**src/rtl/router_pkt_tx_if.sv**
```systemverilog
// ---------------------------------------------------------------------------
// router_pkt_tx_if
// Bundles the packet request, payload FIFO and router-side signals of the
// packet transmitter so that the bench and the transmitter share one port.
//
//   start        request a new packet (sampled in IDLE only)
//   dest_addr    destination port 0-2 (3 is rejected)
//   payload_len  payload byte count 1-63 (0 is rejected)
//   abort        synchronous cancel of the packet in flight
//   pl_data      first-word-fall-through payload byte
//   pl_rd        payload byte consumed this cycle
//   busy         router stall
//   pkt_valid    header/payload byte valid on data_out
//   data_out     byte to router
//   tx_ready     transmitter idle, start will be accepted
//   done         one-cycle pulse after the parity byte is accepted
//   err          one-cycle pulse for a rejected request
//   pkt_count    packets sent, wraps at 256
//
// slave  : transmitter side
// master : request / payload source / router side
// ---------------------------------------------------------------------------
interface router_pkt_tx_if;
    logic       start;
    logic [1:0] dest_addr;
    logic [5:0] payload_len;
    logic       abort;
    logic [7:0] pl_data;
    logic       pl_rd;
    logic       busy;
    logic       pkt_valid;
    logic [7:0] data_out;
    logic       tx_ready;
    logic       done;
    logic       err;
    logic [7:0] pkt_count;

    modport slave (
        input  start, dest_addr, payload_len, abort, pl_data, busy,
        output pl_rd, pkt_valid, data_out, tx_ready, done, err, pkt_count
    );

    modport master (
        output start, dest_addr, payload_len, abort, pl_data, busy,
        input  pl_rd, pkt_valid, data_out, tx_ready, done, err, pkt_count
    );
endinterface

```
**src/rtl/router_pkt_tx.sv**
```systemverilog
// ---------------------------------------------------------------------------
// router_pkt_tx
// Serialises one packet to the router: a header byte {payload_len,dest_addr},
// payload_len bytes pulled from a FWFT FIFO, then a parity byte that is the
// XOR of header and payload. A one-cycle gap follows every packet.
//
// Ports
//   clock  rising-edge clock
//   reset  asynchronous active-high reset
//   bus    router_pkt_tx_if.slave (request, payload FIFO, router, status)
//
// state   | meaning
// --------+---------------------------------------------------------------
// IDLE    | waiting for start; tx_ready=1
// HEADER  | header byte on data_out, pkt_valid=1
// PAYLOAD | payload byte on data_out, pkt_valid=1
// PARITY  | parity byte on data_out, pkt_valid=0
// GAP     | one idle cycle after the packet, done pulses here
// ---------------------------------------------------------------------------
module router_pkt_tx (
    input  logic             clock,
    input  logic             reset,
    router_pkt_tx_if.slave   bus
);

    typedef enum logic [2:0] {
        ST_IDLE,
        ST_HEADER,
        ST_PAYLOAD,
        ST_PARITY,
        ST_GAP
    } state_t;

    state_t     state;
    logic [7:0] data_q;
    logic [7:0] parity_q;
    logic [7:0] count_q;
    logic [5:0] remaining;     // payload bytes not yet loaded into data_q
    logic       valid_q;
    logic       done_q;
    logic       err_q;

    logic       req_legal;
    logic       loading;

    assign req_legal = (bus.dest_addr != 2'd3) && (bus.payload_len != 6'd0);

    // A byte is pulled from the FIFO only in the cycle it replaces the one
    // on data_out, i.e. when the router accepts and more payload is owed.
    assign loading   = ((state == ST_HEADER) || (state == ST_PAYLOAD)) &&
                       (remaining != 6'd0);

    assign bus.pl_rd     = !bus.busy && !bus.abort && loading;
    assign bus.tx_ready  = (state == ST_IDLE);
    assign bus.pkt_valid = valid_q;
    assign bus.data_out  = data_q;
    assign bus.done      = done_q;
    assign bus.err       = err_q;
    assign bus.pkt_count = count_q;

    always_ff @(posedge clock or posedge reset) begin
        if (reset) begin
            state     <= ST_IDLE;
            data_q    <= 8'h00;
            parity_q  <= 8'h00;
            count_q   <= 8'h00;
            remaining <= 6'd0;
            valid_q   <= 1'b0;
            done_q    <= 1'b0;
            err_q     <= 1'b0;
        end else begin
            done_q <= 1'b0;
            err_q  <= 1'b0;

            // Abort overrides a stall: the packet is dropped even if the
            // router is holding the current byte.
            if ((state != ST_IDLE) && bus.abort) begin
                state     <= ST_IDLE;
                data_q    <= 8'h00;
                parity_q  <= 8'h00;
                remaining <= 6'd0;
                valid_q   <= 1'b0;
            end else begin
                case (state)
                    ST_IDLE: begin
                        if (bus.start && !bus.abort) begin
                            if (req_legal) begin
                                data_q    <= {bus.payload_len, bus.dest_addr};
                                parity_q  <= {bus.payload_len, bus.dest_addr};
                                remaining <= bus.payload_len;
                                valid_q   <= 1'b1;
                                state     <= ST_HEADER;
                            end else begin
                                err_q <= 1'b1;
                            end
                        end
                    end

                    ST_HEADER, ST_PAYLOAD: begin
                        if (!bus.busy) begin
                            if (remaining != 6'd0) begin
                                data_q    <= bus.pl_data;
                                parity_q  <= parity_q ^ bus.pl_data;
                                remaining <= remaining - 6'd1;
                                state     <= ST_PAYLOAD;
                            end else begin
                                // parity_q already folds in the last byte
                                data_q  <= parity_q;
                                valid_q <= 1'b0;
                                state   <= ST_PARITY;
                            end
                        end
                    end

                    ST_PARITY: begin
                        if (!bus.busy) begin
                            done_q  <= 1'b1;
                            count_q <= count_q + 8'd1;
                            state   <= ST_GAP;
                        end
                    end

                    ST_GAP: begin
                        state <= ST_IDLE;
                    end

                    default: begin
                        state <= ST_IDLE;
                    end
                endcase
            end
        end
    end

endmodule

```
**src/flat_wrapper.sv**
```systemverilog
// flat-port wrapper written by rule: the top's interface ports become plain ports
module router_pkt_tx_flat 
  (clock, reset, bus_start, bus_dest_addr, bus_payload_len, bus_abort, bus_pl_data, bus_busy, bus_pl_rd, bus_pkt_valid, bus_data_out, bus_tx_ready, bus_done, bus_err, bus_pkt_count);
  router_pkt_tx_if bus_i ();
  input  logic clock;
  input  logic reset;
  input wire logic [$bits(bus_i.start)-1:0] bus_start;
  input wire logic [$bits(bus_i.dest_addr)-1:0] bus_dest_addr;
  input wire logic [$bits(bus_i.payload_len)-1:0] bus_payload_len;
  input wire logic [$bits(bus_i.abort)-1:0] bus_abort;
  input wire logic [$bits(bus_i.pl_data)-1:0] bus_pl_data;
  input wire logic [$bits(bus_i.busy)-1:0] bus_busy;
  output wire logic [$bits(bus_i.pl_rd)-1:0] bus_pl_rd;
  output wire logic [$bits(bus_i.pkt_valid)-1:0] bus_pkt_valid;
  output wire logic [$bits(bus_i.data_out)-1:0] bus_data_out;
  output wire logic [$bits(bus_i.tx_ready)-1:0] bus_tx_ready;
  output wire logic [$bits(bus_i.done)-1:0] bus_done;
  output wire logic [$bits(bus_i.err)-1:0] bus_err;
  output wire logic [$bits(bus_i.pkt_count)-1:0] bus_pkt_count;
  assign bus_i.start = bus_start;
  assign bus_i.dest_addr = bus_dest_addr;
  assign bus_i.payload_len = bus_payload_len;
  assign bus_i.abort = bus_abort;
  assign bus_i.pl_data = bus_pl_data;
  assign bus_i.busy = bus_busy;
  assign bus_pl_rd = bus_i.pl_rd;
  assign bus_pkt_valid = bus_i.pkt_valid;
  assign bus_data_out = bus_i.data_out;
  assign bus_tx_ready = bus_i.tx_ready;
  assign bus_done = bus_i.done;
  assign bus_err = bus_i.err;
  assign bus_pkt_count = bus_i.pkt_count;
  router_pkt_tx u_core (.clock(clock), .reset(reset), .bus(bus_i));
endmodule
```
**config.mk**
```make
export PLATFORM = sky130hd
export DESIGN_NAME = router_pkt_tx_flat
export DESIGN_NICKNAME = d
export VERILOG_FILES = /design/src/rtl/router_pkt_tx_if.sv /design/src/rtl/router_pkt_tx.sv /design/src/flat_wrapper.sv
export SDC_FILE = /design/constraint.sdc
export NUM_CORES = 1
export LEC_CHECK = 0
export CAP_MARGIN = 10
export CORE_ASPECT_RATIO = 0.5
export CORE_MARGIN = 10
export CORE_UTILIZATION = 51
export CTS_CLUSTER_SIZE = 40
export DETAILED_ROUTE_END_ITERATION = 6
export PLACE_DENSITY = 0.79
export SLEW_MARGIN = 20
export SYNTH_ARGS = -nofsm -noshare
export SYNTH_HDL_FRONTEND = slang
export SYNTH_SLANG_ARGS = --single-unit
export TNS_END_PERCENT = 1
```
**constraint.sdc**
```tcl
create_clock -name clock -period 2.3 [get_ports clock]
set_clock_uncertainty 0.1 [all_clocks]
set_input_delay 0.23 -clock clock [delete_from_list [all_inputs] [get_ports clock]]
set_output_delay 0.23 -clock clock [all_outputs]
set_load 0.02 [all_outputs]
```
# Word level (Yosys, flattened, before mapping)
# Cells that the tools add are included.
# classes
addsub,2
eq_ne,10
mux,36
n_bitwise,3
reduce_logical,20
# op_table
operator,count
$mux 8,8
$pmux 8 s2,2
$mux 6,5
$mux 3,5
$mux 1,13
$pmux 6 s2,1
$reduce_bool 6->1,2
$reduce_and 5->1,2
$ne 3x1->1 const B,3
$ne 3x2->1 const B,3
$pmux 3 s3,1
$add 8x1->8 const B,1
$reduce_and 4->1,2
$xor 8x8->8,1
$eq 3x2->1 const B,2
$logic_and 1x1->1,6
$reduce_bool 3->1,2
$sub 6x1->6 const B,1
$eq 3x1->1 const B,1
$logic_not 3->1,1
$reduce_and 3->1,1
$logic_not 1->1,2
$ne 2x2->1 const B,1
$not 1->1,2
3 further kinds,3
# word_totals
ff_bits,36
in_bits,21
out_inout_bits,21

# Logic depth before layout (Yosys ltp)
# logic_depth
word_depth,6
ltp_mapped,8
depth_no_buf,7

# Worst setup path before layout
# OpenSTA, ideal clock, no wires.
# synth_path
path_type,reg2out
startpoint,reg u_core.remaining[0]
endpoint,out bus_pl_rd
t_arrival_ns,1.614
required_time_ns,1.970
path_slack_ns,0.356
path_stages_with_launch,7
n_path_buf,1
cell_sequence,dfrtp_1 inv_1 ha_1 nor3b_2 and2_1 clkbuf_1 nor3_1
# synth_between
elab_chain_cells,3
# synth_rtl
item,line,rtl
from (decl),router_pkt_tx.sv:38,logic [5:0] remaining;
from (signal assigned),router_pkt_tx.sv:90,remaining <= bus.payload_len;
from (signal assigned),router_pkt_tx.sv:104,remaining <= remaining - 6'd1;
$reduce_bool 6->1,router_pkt_tx.sv:51,(remaining != 6'd0);
$logic_and 1x1->1,router_pkt_tx.sv:50,assign loading = ((state == ST_HEADER) || (state == ST_PAYLOAD)) &&
$logic_and 1x1->1,router_pkt_tx.sv:53,assign bus.pl_rd = !bus.busy && !bus.abort && loading;
to (decl),flat_wrapper.sv:13,output wire logic [$bits(bus_i.pl_rd)-1:0] bus_pl_rd;
# No other way between the ends.

# Final worst setup path
# layout_path
startpoint,reg u_core.state[0]
endpoint,out bus_tx_ready
# layout_between
elab_chain_cells,1
# layout_rtl
item,line,rtl
from (decl),router_pkt_tx.sv:34,state_t state;
from (signal assigned),router_pkt_tx.sv:63,state <= ST_IDLE;
from (signal assigned),router_pkt_tx.sv:78,state <= ST_IDLE;
from (signal assigned),router_pkt_tx.sv:92,state <= ST_HEADER;
$logic_not 3->1,router_pkt_tx.sv:54,assign bus.tx_ready = (state == ST_IDLE);
to (decl),flat_wrapper.sv:16,output wire logic [$bits(bus_i.tx_ready)-1:0] bus_tx_ready;
# No other way between the ends.

==> impl_metrics.ini <==
[placement]
dp.cells = 304
portBuffers = 41
place.gp.congestion = 0.801
dp_hpwl_um = 3660

[synth]
ys_warn_count = 0
syn_area_per_cell_um2 = 9.91
synth_top_area_share_pct = 43.5
synthCells = 209
synth.distinct_cells = 45
synthArstFlopShare_pct = 100
synth_flop_cell = dfrtp_1
synth-edff-count = 0
syn_area_mm2 = 0.00207
synthTopCellsByArea = dfrtp_1 (44%), nand2_1 (5.1%), a31oi_1 (4.5%)
syn-num-nets = 233
synth-seq-cells = 36
synth_top_area_cell = dfrtp_1
ys_seq_area_share_pct = 43.5

[power]
p_sw_uw = 1500
p_comb_share_pct = 56.7
total_power_uw = 3650
ir_drop_uv = 735
p_clk_share_pct = 13.3
internal_power_uw = 2150
power_density_mw_per_mm2 = 1390
seqPwrFrac_pct = 30.0
switching_share_pct = 41.0
p_leak_uw = 0.00113

[critical_path]
cp-end-kind = output pin
cp-start-kind = register
path_class = reg2out
cp.required_ns = 1.97
arrival_ns = 1.88
path_max_fanout = 8

[clock_tree]
clk_latency_ns = 0.29
cts_tree = built
cts_buffer_depth = 2
cts.sinks = 36
numCtsBuffers = 5
cts_root_buf = clkbuf_8
cts_hold_buf = 0
path_clk_slew_ns = 0.08
cts-htree-levels = 2

[drt]
antenna_left = 0
drt-initial-drc-count = 121
drtPass1Iterations = 5
routed-via-count = 1760
drc = 0
routed_via_density = 5.66
wl_met3_um = 348
top_layer = met4
wl_met1_um = 2100
wl_met2_um = 2460
routedWlPerCell_um = 16.2
wirelength_um = 5040

[layout]
final_cells = 311
nNetsFinal = 281
final_common_cell = clkdlybuf4s50_1
fillers = 316
antenna_cells = 0
area_growth_pct = 27.1
layout_common_cells = clkdlybuf4s50_1 (40), dfrtp_1 (36), nand2_1 (28)
layout-drive-gt1-share_pct = 15.2

[sta]
maxSlewHeadroom_pct = 59.1
finalCritPeriodShare_pct = 96.3
period_minus_slack_ns = 2.21
fmax_mhz = 452
tightest_slew_ns = 0.613
final_max_slew_viol_count = 0
setup_violations = 0
rsz0062_at_grt = no
hold_viol_final = 0

[die]
die_h_um = 65.1
start_util_pct = 53.0
io-pin-count = 42
die-area_mm2 = 0.00716
die_x_um = 110
coreArea_mm2 = 0.00390
rows = 16

[global_route]
overflow = 0
grt_pass1_vias = 1758
grt_start_max_net_pins = 37
antenna_found_initial = 0
grt_pass1_wl_um = 8310
groute.usage.overall_pct = 14.4

[flow_run]
drv_cap = 0

[outcome]
status = finished clean

[min_path]
worstHoldPathType = in2async
## what timing repair did
| item | 4_1_cts | 5_1_grt |
|---|---|---|
| setup buffers | 0 | 0 |
| resized for setup | 1 | 1 |
| endpoints found under the setup margin | 1 | 1 |
## power by group through the flow
stage / sequential, uW / clock [uW] / combinational, uW
6_report: 1100 / 485 / 2070
5_1_grt: 1130 / 522 / 2260
4_1_cts: 1090 / 493 / 2080
3_5_place_dp: 1100 / 0 / 2070
3_3_place_gp: 1080 / 0 / 1990
2_1_floorplan: 1170 / 0 / 1440
## routing by layer
metal	vias up	track usage, %
li1	838	-
met1	855	17.1
met2	56	23.1
met3	11	6.11
met4	0	4.94
met5	-	0
## sequential cells by signal, summed over array words and instances, names as in the netlist
name                  count
u_core.bus.pkt_valid      1
u_core.bus.done           1
u_core.parity_q           8
u_core.remaining          6
u_core.bus.data_out       8
u_core.state              3
u_core.bus.err            1
u_core.bus.pkt_count      8
## logic make-up after synthesis
kind of cell / count (synthesis) / share of synthesized area (%)
flops: 36 / 43.5
buf+inv: 18 / 7.61
compound gates: 54 / 19.2
simple gates: 76 / 17.3
fa+ha+maj: 4 / 2.30
xor+xnor: 12 / 5.08
mux: 9 / 5.08
## cell usage after synthesis, types with 2 or more instances
cell type and number:
a31oi_1 15, o31ai_1 4, nand4_1 3, clkbuf_8 2
xnor2_1 5, dfrtp_1 36, a32o_1 2, nor3_1 4
buf_6 5, o21ai_0 11, mux2_2 8, xor2_1 7
o22a_2 2, a21oi_1 3, nor2b_1 2, nor2_1 25
buf_4 3, ha_1 3, and2_1 4, inv_1 4
nand2_1 28, nand2b_1 3, o22a_1 7, a41oi_1 2
## path summary, 6_finish.rpt
| path | from | depth (start not counted) | to | slack [ns] |
|---|---|---|---|---|
| worst min register to register | u_core.bus.pkt_count[7] | 1 | u_core.bus.pkt_count[7] | 0.38 |
| worst min-delay path | reset | 3 | u_core.parity_q[6] | 0.25 |
| min in group clock | u_core.bus.pkt_count[7] | 1 | u_core.bus.pkt_count[7] | 0.38 |
| worst max-delay path | u_core.state[0] | 3 | bus_tx_ready | 0.09 |
| worst max register to register | u_core.remaining[0] | 8 | u_core.bus.data_out[6] | 0.21 |
| max in group asynchronous | reset | 3 | u_core.bus.err | 1.52 |
## critical path: stages (launching register included)
cell	delay, ns
dfrtp_1	0.45
or3_4	0.46
inv_1	0.08
clkdlybuf4s50_1	0.61
## per-stage QoR
step / utilization [%] / setup slack, ns / TNS (ns) / instance area, um2 / hold slack (ns)
2_1_floorplan: - / 0.356 / 0 / 2070 / 0.201
3_3_place_gp: 65.0 / 0.00971 / 0 / 2540 / 0.359
3_5_place_dp: 65.0 / -0.0322 / -0.0322 / 2540 / 0.370
4_1_cts: 67.4 / 0.0729 / 0 / 2630 / 0.265
5_1_grt: 67.4 / 0.000464 / 0 / 2630 / 0.283
6_report: 67.4 / 0.0853 / 0 / 2630 / 0.251
## area by class of cell
cell class              instances  area [um2]  area share (%)
multi-input cells             155        1010            38.5
flip-flops and latches         36         901            34.2
repair buffers                 55         539            20.5
clock buffers                   7        96.3            3.66
well taps                      54        67.6            2.57
inverters                       4        15.0           0.571
No activity file was read; power rests on OpenSTA's default activity.
